==> config.mk <==
export PLATFORM = sky130hd
export DESIGN_NAME = scope_cmd_ctrl
export DESIGN_NICKNAME = d
export VERILOG_FILES = /design/src/rtl/scope_cmd_ctrl.sv
export SDC_FILE = /design/constraint.sdc
export NUM_CORES = 1
export LEC_CHECK = 0
export CORE_MARGIN = 2
export CORE_UTILIZATION = 50
export CTS_CLUSTER_DIAMETER = 50
export DETAILED_ROUTE_END_ITERATION = 6
export GPL_TIMING_DRIVEN = 0
export PLACE_DENSITY = 0.84
export SETUP_SLACK_MARGIN = 0.5
export SLEW_MARGIN = 10
export SYNTH_ARGS = -nofsm -noshare
export SYNTH_HDL_FRONTEND = slang
export SYNTH_SLANG_ARGS = --single-unit
==> constraint.sdc <==
create_clock -name clk -period 5.6 [get_ports clk]
set_input_delay 0.84 -clock clk [delete_from_list [all_inputs] [get_ports clk]]
set_output_delay 0.84 -clock clk [all_outputs]
set_load 0.005 [all_outputs]
==> src/rtl/scope_cmd_ctrl.sv <==
// scope_cmd_ctrl: UART-commanded capture controller (configure, arm, capture 2**ADDR_W samples, dump as bytes).
// Optional macro SCOPE_FALL_TRIG_EN enables loading and use of the falling-edge trigger mask.
module scope_cmd_ctrl #(
   parameter int ADDR_W = 10
) (
   input  logic              clk,
   input  logic              rst_n,
   input  logic [7:0]        rx_data,
   input  logic              rx_valid,
   output logic [7:0]        tx_data,
   output logic              tx_valid,
   input  logic              tx_ready,
   input  logic [39:0]       probe,
   output logic              mem_we,
   output logic [ADDR_W-1:0] mem_addr,
   output logic [39:0]       mem_wdata,
   input  logic [39:0]       mem_rdata,
   output logic              armed,
   output logic              busy
);
   localparam logic [2:0] ST_IDLE    = 3'd0;
   localparam logic [2:0] ST_CFG     = 3'd1;
   localparam logic [2:0] ST_ARMED   = 3'd2;
   localparam logic [2:0] ST_CAPTURE = 3'd3;
   localparam logic [2:0] ST_DUMP    = 3'd4;

   localparam logic [1:0] DS_WAIT = 2'd0;
   localparam logic [1:0] DS_LOAD = 2'd1;
   localparam logic [1:0] DS_SEND = 2'd2;

   localparam logic [7:0] CMD_ARM  = 8'h41;
   localparam logic [7:0] CMD_CFG  = 8'h52;
   localparam logic [7:0] CMD_STOP = 8'h53;

   localparam logic [ADDR_W-1:0] ADDR_ZERO = {ADDR_W{1'b0}};
   localparam logic [ADDR_W-1:0] ADDR_ONE  = {{(ADDR_W-1){1'b0}}, 1'b1};
   localparam logic [ADDR_W-1:0] ADDR_LAST = {ADDR_W{1'b1}};

   logic [2:0]        state_r, state_nxt_s;
   logic [1:0]        dstep_r;
   logic [2:0]        byte_idx_r;
   logic [3:0]        cfg_cnt_r;
   logic [39:0]       rise_mask_r, fall_mask_s, probe_q_r;
   logic [31:0]       rest_r;
   logic [7:0]        tx_data_r;
   logic              tx_valid_r, mem_we_r, armed_r, busy_r;
   logic [ADDR_W-1:0] mem_addr_r;
   logic [39:0]       mem_wdata_r;
   logic              cmd_stop_s, trigger_s, tx_fire_s, dump_last_s;

`ifdef SCOPE_FALL_TRIG_EN
   logic [39:0] fall_mask_r;
   // Fall mask collects CFG payload bytes 6-10, least significant byte first
   always_ff @(posedge clk) begin
      if (!rst_n) begin
         fall_mask_r <= 40'd0;
      end else if (state_r == ST_CFG && rx_valid && cfg_cnt_r >= 4'd5) begin
         fall_mask_r <= {rx_data, fall_mask_r[39:8]};
      end
   end
   assign fall_mask_s = fall_mask_r;
`else
   assign fall_mask_s = 40'd0;
`endif

   assign cmd_stop_s  = rx_valid && (rx_data == CMD_STOP);
   // With no mask bits set the first ARMED cycle always fires
   assign trigger_s   = ((rise_mask_r | fall_mask_s) == 40'd0) ||
                        (|((probe & ~probe_q_r & rise_mask_r) | (~probe & probe_q_r & fall_mask_s)));
   assign tx_fire_s   = tx_valid_r && tx_ready;
   assign dump_last_s = (dstep_r == DS_SEND) && tx_fire_s && (byte_idx_r == 3'd4) && (mem_addr_r == ADDR_LAST);

   // Next-state decode for the command/capture FSM
   always_comb begin
      state_nxt_s = state_r;
      case (state_r)
         ST_IDLE: begin
            if (rx_valid && rx_data == CMD_ARM) begin
               state_nxt_s = ST_ARMED;
            end else if (rx_valid && rx_data == CMD_CFG) begin
               state_nxt_s = ST_CFG;
            end else begin
               state_nxt_s = ST_IDLE;
            end
         end
         ST_CFG: begin
            if (rx_valid && cfg_cnt_r == 4'd9) begin
               state_nxt_s = ST_IDLE;
            end else begin
               state_nxt_s = ST_CFG;
            end
         end
         ST_ARMED: begin
            if (cmd_stop_s) begin
               state_nxt_s = ST_IDLE;
            end else if (trigger_s) begin
               state_nxt_s = ST_CAPTURE;
            end else begin
               state_nxt_s = ST_ARMED;
            end
         end
         ST_CAPTURE: begin
            if (cmd_stop_s) begin
               state_nxt_s = ST_IDLE;
            end else if (mem_addr_r == ADDR_LAST) begin
               state_nxt_s = ST_DUMP;
            end else begin
               state_nxt_s = ST_CAPTURE;
            end
         end
         ST_DUMP: begin
            if (cmd_stop_s || dump_last_s) begin
               state_nxt_s = ST_IDLE;
            end else begin
               state_nxt_s = ST_DUMP;
            end
         end
         default: state_nxt_s = ST_IDLE;
      endcase
   end

   // State, configuration, capture-write and dump-serialiser registers
   always_ff @(posedge clk) begin
      if (!rst_n) begin
         state_r     <= ST_IDLE;
         armed_r     <= 1'b0;
         busy_r      <= 1'b0;
         cfg_cnt_r   <= 4'd0;
         rise_mask_r <= 40'd0;
         probe_q_r   <= 40'd0;
         mem_we_r    <= 1'b0;
         mem_addr_r  <= ADDR_ZERO;
         mem_wdata_r <= 40'd0;
         tx_data_r   <= 8'd0;
         tx_valid_r  <= 1'b0;
         dstep_r     <= DS_WAIT;
         byte_idx_r  <= 3'd0;
         rest_r      <= 32'd0;
      end else begin
         state_r   <= state_nxt_s;
         armed_r   <= (state_nxt_s == ST_ARMED);
         busy_r    <= (state_nxt_s != ST_IDLE);
         probe_q_r <= probe;
         mem_we_r  <= 1'b0;
         case (state_r)
            ST_IDLE: begin
               mem_addr_r <= ADDR_ZERO;
               tx_valid_r <= 1'b0;
               cfg_cnt_r  <= 4'd0;
            end
            ST_CFG: begin
               if (rx_valid) begin
                  if (cfg_cnt_r < 4'd5) begin
                     rise_mask_r <= {rx_data, rise_mask_r[39:8]};
                  end
                  cfg_cnt_r <= (cfg_cnt_r == 4'd9) ? 4'd0 : cfg_cnt_r + 4'd1;
               end
            end
            ST_ARMED: begin
               if (!cmd_stop_s && trigger_s) begin
                  mem_we_r    <= 1'b1;
                  mem_addr_r  <= ADDR_ZERO;
                  mem_wdata_r <= probe;
               end
            end
            ST_CAPTURE: begin
               if (!cmd_stop_s) begin
                  if (mem_addr_r == ADDR_LAST) begin
                     mem_addr_r <= ADDR_ZERO;
                     dstep_r    <= DS_WAIT;
                  end else begin
                     mem_we_r    <= 1'b1;
                     mem_addr_r  <= mem_addr_r + ADDR_ONE;
                     mem_wdata_r <= probe;
                  end
               end
            end
            ST_DUMP: begin
               if (cmd_stop_s) begin
                  tx_valid_r <= 1'b0;
               end else begin
                  // WAIT covers the one-cycle read latency, LOAD latches the sample
                  case (dstep_r)
                     DS_WAIT: dstep_r <= DS_LOAD;
                     DS_LOAD: begin
                        tx_data_r  <= mem_rdata[7:0];
                        rest_r     <= mem_rdata[39:8];
                        tx_valid_r <= 1'b1;
                        byte_idx_r <= 3'd0;
                        dstep_r    <= DS_SEND;
                     end
                     DS_SEND: begin
                        if (tx_fire_s) begin
                           if (byte_idx_r == 3'd4) begin
                              tx_valid_r <= 1'b0;
                              dstep_r    <= DS_WAIT;
                              if (mem_addr_r != ADDR_LAST) begin
                                 mem_addr_r <= mem_addr_r + ADDR_ONE;
                              end
                           end else begin
                              tx_data_r  <= rest_r[7:0];
                              rest_r     <= {8'd0, rest_r[31:8]};
                              byte_idx_r <= byte_idx_r + 3'd1;
                           end
                        end
                     end
                     default: dstep_r <= DS_WAIT;
                  endcase
               end
            end
            default: mem_we_r <= 1'b0;
         endcase
      end
   end

   assign tx_data   = tx_data_r;
   assign tx_valid  = tx_valid_r;
   assign mem_we    = mem_we_r;
   assign mem_addr  = mem_addr_r;
   assign mem_wdata = mem_wdata_r;
   assign armed     = armed_r;
   assign busy      = busy_r;
endmodule

[Word level (Yosys, flattened, before mapping)]
Cells that the tools add are included.
Cells by class
  $add $sub $neg: 3
  $lt $le $gt $ge: 1
  eq/ne operators: 31
  multiplexer cells: 50
  bitwise logic cells: 4
  reductions and logical operators: 30
Operators by type and width (count)
  2-to-1 mux 40 bit: 3
  AND 40 bit: 2
  2-to-1 mux 10 bit: 8
  one-hot mux 40 bit (2 select lines): 1
  2-to-1 mux 32 bit: 2
  one-hot mux 32 bit (2 select lines): 1
  logical NOT 40 bit: 1
  inverter 40 bit: 1
  one-hot mux 10 bit (4 select lines): 1
  OR reduction 40 bit: 1
  == test 8 x 7 -> 1 bit (second input constant): 3
  inequality test 2 bit (second input constant): 12
  2-to-1 mux 3 bit: 6
  2-to-1 mux 8 bit: 2
  one-hot mux 8 bit (2 select lines): 1
  one-hot mux 3 bit (5 select lines): 1
  2-to-1 mux 2 bit: 6
  adder 10 x 1 -> 10 bit (second input constant): 1
  == test 10 bit (second input constant): 1
  inequality test 10 bit (second input constant): 1
  nonzero test 2 bit: 5
  == test 3 x 2 -> 1 bit (second input constant): 3
  logical AND 1 bit: 9
  2-to-1 mux 1 bit: 9
  other kinds (30): 38
Storage, ports and cells
  bits in registers: 186
  bits of input ports: 92
  output and inout port bits: 62
  word-level logic and storage cells: 133

[Logic depth before layout (Yosys ltp)]
  depth in word-level cells: 9
  depth in mapped cells: 9
  mapped depth without buffers: 8

[Worst setup path before layout]
Ideal clock, no wire load.
  kind: in2reg
  start: input port rx_data[3]
  end: register mem_addr_r[2], in the netlist mem_addr[2]
  setup time: 0.117 ns
  data arrival time: 2.345 ns
  data required time: 5.483 ns
  path slack: 3.138 ns
  cell stages on the path: 9
  buffers on the path: 3
  cell sequence: and4bb_1 -> and4_1 -> buf_4 -> nor2_1 -> a311o_1 -> buf_6 -> and2_4 -> buf_6 -> a32o_1
On the way
  longest elaborated chain between the ends: 6
  elaborated cells on any way between the ends: 8
  those cells by class: 4 x eq/ne; 4 x reduce/logical
Ends and longest elaborated chain
  from (decl): line 8  | input logic [7:0] rx_data,
  == test 8 x 7 -> 1 bit *: line 66  | assign cmd_stop_s = rx_valid && (rx_data == CMD_STOP);
  logical AND 1 bit *: line 66
  logical NOT 1 bit
  logical AND 1 bit: line 160  | if (!cmd_stop_s && trigger_s) begin
  inequality test 2 bit (no line)
  AND reduction 8 bit (no line) *
  to (signal assigned): line 173  | mem_addr_r <= mem_addr_r + ADDR_ONE;
  to (signal assigned): line 198  | mem_addr_r <= mem_addr_r + ADDR_ONE;
  to (decl): line 47  | logic [ADDR_W-1:0] mem_addr_r;
Every way passes the cells marked *; elsewhere a longest branch is shown, timed or not.
A chain may end at the register's enable or synchronous reset.

[Worst setup path in the final report]
  start: input port probe[3]
  end: register mem_wdata_r[19], in the netlist mem_wdata[19]
On the way
  longest elaborated chain between the ends: 7
Ends and longest elaborated chain
  from (decl): line 13  | input logic [39:0] probe,
  AND 40 bit (2 in series): line 69  | (|((probe & ~probe_q_r & rise_mask_r) | (~probe & probe_q_r & fall_mask_s)));
  OR reduction 40 bit: line 69
  logical OR 1 bit: line 68  | assign trigger_s = ((rise_mask_r | fall_mask_s) == 40'd0) ||
  logical AND 1 bit: line 160
  inequality test 2 bit (no line)
  AND reduction 4 bit (no line)
  to (signal assigned): line 163  | mem_wdata_r <= probe;
  to (signal assigned): line 174  | mem_wdata_r <= probe;
  to (decl): line 48  | logic [39:0] mem_wdata_r;
Every way passes these cells.

==> impl_metrics.py <==
metrics = {
    "floorplanning": {
        "die-area_um2": 16090,
        "core.rowCount": 44,
        "start_util_pct": 51.54,
        "core-area_um2": 14640,
        "die_y_um": 126.9,
        "pin_count": 154,
        "fp.dieW_um": 126.9,
    },
    "grt": {
        "grtUsageTotal_pct": 25.75,
        "grt_pass1_wl_um": 33150,
        "grt_antenna_before_repair": 0,
        "grt_start_max_net_pins": 17,
        "grtUsageMet3_pct": 4.471,
        "grt.busiest_layer": "met2",
        "met1_usage_pct": 35.55,
        "grt_pass1_vias": 6641,
        "met2_usage_pct": 40.58,
        "overflow": 0,
    },
    "timing": {
        "min_period_ps": 2923,
        "worst_slack_ps": 2677,
        "finalHoldViolCount": 0,
        "fin_worst_skew_ps": 13.19,
        "rsz0062_at_grt": "no",
        "clock.fmax_mhz": 342.2,
        "report.final.slew_viol_count": 0,
        "setup_tns_ps": 0,
        "setup_viol": 0,
        "slew_headroom_pct": 50.98,
        "worst_slew_pin_slew_ps": 727.6,
        "period_share_pct": 52.19,
    },
    "synth": {
        "ys_async_sr_fraction_pct": 0,
        "seq_area_frac_synth_pct": 49.34,
        "synth-edff-count": 0,
        "syn_area_um2": 7547,
        "synth_ff_type": "dfxtp_1",
        "syn_avg_cell_area_um2": 8.528,
        "synthesis.nets": 983,
        "synth_cells": 885,
        "ys_warn_count": 0,
        "synth_cell_types": 54,
        "ys_ff_latch": 186,
    },
    "run": {
        "max_cap_violations": 0,
    },
    "clock_network": {
        "clock_latency_ps": 430,
        "postCtsHoldBufs": 0,
        "cts.clk_slew.worst_paths_ps": 70,
        "clk_path_buf_depth": 2,
        "htree_levels": 4,
        "cts_made_buffers": 17,
        "postCtsSetupRepairBufs": 0,
        "root_buffer": "clkbuf_16",
        "cts_tree": "yes",
        "cts.sinks": 186,
        "ctsResizeCount": 0,
    },
    "setup_path": {
        "startpoint_type": "primary input",
        "critical-path-max-stage-delay_ps": 450,
        "crit_fanout": 10,
        "critPathLaunch": "probe[3]",
        "crit_required_ps": 5950,
        "r2r-start": "rise_mask_r[2]$_SDFFE_PN0P_",
        "arrival_ps": 3280,
        "crit_slowest_cell": "clkdlybuf4s50_1",
        "cp_cell_sequence": "clkdlybuf4s50_1 -> nand3b_1 -> nand4_1 -> nor4_2 -> o2111ai_2 -> nand2_2 -> buf_4 -> mux2i_1",
        "path_class": "primary input to register",
        "critPathCaptureType": "register",
    },
    "place": {
        "dp_hpwl_um": 14920,
        "gp_congestion": 0.8806,
        "numPortBuffers": 152,
        "post-place-ws_ps": 2236,
    },
    "cells_and_area": {
        "nets": 1154,
        "syn2layout_area_growth_pct": 31.18,
        "layout_commonest_cell": "nand2_1",
        "fin_util_pct": 67.61,
        "drive_above_1_share_pct": 4.864,
        "layout_common_cells": "nand2_1 (254), dfxtp_1 (186), clkdlybuf4s50_1 (152)",
        "antenna-diode-count": 0,
    },
    "power_and_ir_drop": {
        "seq_power_share_pct": 49.7,
        "p_int_mw": 2.112,
        "p_comb_share_pct": 5.0,
        "p_per_area_nw_per_um2": 273.0,
        "power.share.switching_pct": 21.85,
        "cellLeakagePower_nw": 4.057,
        "switchingPower_mw": 0.5904,
        "vdd_ir_drop_max_mv": 0.2313,
        "clkPwrFrac_pct": 45.3,
    },
    "min_path": {
        "hold_path_class": "register to register",
        "hp-start": "mem_wdata[16]$_SDFFE_PN0P_",
    },
    "detailed_routing": {
        "drcViolationCount": 0,
        "drtPass1Iterations": 5,
        "antenna_left": 0,
        "drt-total-wl_um": 20550,
        "vias_per_cell": 5.526,
        "num_vias": 6924,
        "wl_per_cell_um": 16.40,
        "drtIter0Drc": 490,
    },
    "outcome": {
        "status": "complete, no violations",
    },
}
[registers in the layout, summed over array words and instances (netlist names), 4 cells and up]
name         cells
mem_wdata       40
probe_q_r       40
rise_mask_r     40
rest_r          32
mem_addr        10
tx_data          8
cfg_cnt_r        4
[cell type report]
cell class / instances / area, um2
fillers: 1210 / 4743
multi-input cells: 597 / 3395
clock buffers: 21 / 470.5
well taps: 184 / 230.2
clock inverters: 11 / 131.4
inverters: 47 / 176.4
repair buffers: 152 / 1521
plain buffers: 55 / 252.7
flip-flops and latches: 186 / 3724
[cells by family after synthesis]
kind of cell             Yosys count  share of synthesized area (%)
AO/OA/AOI/OAI                    128                          12.57
XOR/XNOR                           4                         0.4643
adder cells (fa/ha/maj)            6                         0.9947
buffers and inverters            102                          5.686
flip-flops                       186                          49.34
multiplexers                      42                          5.570
AND/OR/NAND/NOR                  417                          25.38
[critical path: cells and delay by family]
kind	cells	cell delay, ps
AND/OR/NAND/NOR	4	1040
buffers and inverters	2	730
AO/OA/AOI/OAI	1	390
multiplexers	1	240
[power by group through the flow]
stage               logic, mW  registers [mW]  clock network [mW]
floorplan              0.0457            1.37                   0
global placement        0.133            1.37                   0
detailed placement      0.134            1.37                   0
CTS                     0.135            1.34                1.23
global route            0.146            1.34                1.29
finish                  0.135            1.34                1.22
[synthesized netlist by cell type (5+ instances only)]
| cell | n | area [um2] |
|---|---|---|
| buf_4 | 6 | 45.04 |
| nor4_1 | 15 | 93.84 |
| o211ai_1 | 6 | 45.04 |
| and3_1 | 6 | 37.54 |
| ha_1 | 6 | 75.07 |
| nand2_1 | 254 | 953.4 |
| nor3_1 | 6 | 30.03 |
| mux2i_1 | 42 | 420.4 |
| clkbuf_1 | 38 | 142.6 |
| nand4_1 | 12 | 75.07 |
| nand3_1 | 5 | 25.02 |
| dfxtp_1 | 186 | 3724 |
| a21boi_1 | 25 | 187.7 |
| a21oi_1 | 27 | 135.1 |
| inv_1 | 46 | 172.7 |
| buf_2 | 7 | 35.03 |
| a32o_1 | 5 | 50.05 |
| a311oi_1 | 32 | 280.3 |
| a22oi_1 | 8 | 60.06 |
| nand3b_1 | 34 | 255.2 |
| and4_1 | 5 | 43.79 |
| nor2_1 | 57 | 214.0 |
[metrics by stage]
step | hold WS (ps) | cell area (um2) | instances | total power, mW
detailed placement | 451.7 | 9299 | 1221 | 1.506
global route | 479.8 | 9901 | 1253 | 2.774
finish | 456.7 | 9901 | 1253 | 2.702
global placement | 446.7 | 9299 | 1221 | 1.504
floorplan | 448.6 | 7547 | 885 | 1.416
CTS | 461.2 | 9901 | 1253 | 2.708
[worst paths after layout]
kind / cells past startpoint / end / slack (ps)
setup / recovery: 8 / mem_wdata[19]$_SDFFE_PN0P_ / 2680
hold / removal: 2 / mem_wdata[16]$_SDFFE_PN0P_ / 460
setup reg to reg: 7 / mem_wdata[19]$_SDFFE_PN0P_ / 2970
hold reg to reg: 2 / mem_wdata[16]$_SDFFE_PN0P_ / 460
[metal layers]
| layer | part of all wire (%) | up-vias |
|---|---|---|
| met5 | 0 | - |
| met4 | 1.9 | 0 |
| met3 | 5.6 | 32 |
| met2 | 46 | 227 |
| met1 | 46 | 3295 |
| li1 | - | 3370 |
No activity file was read; power rests on OpenSTA's default activity.
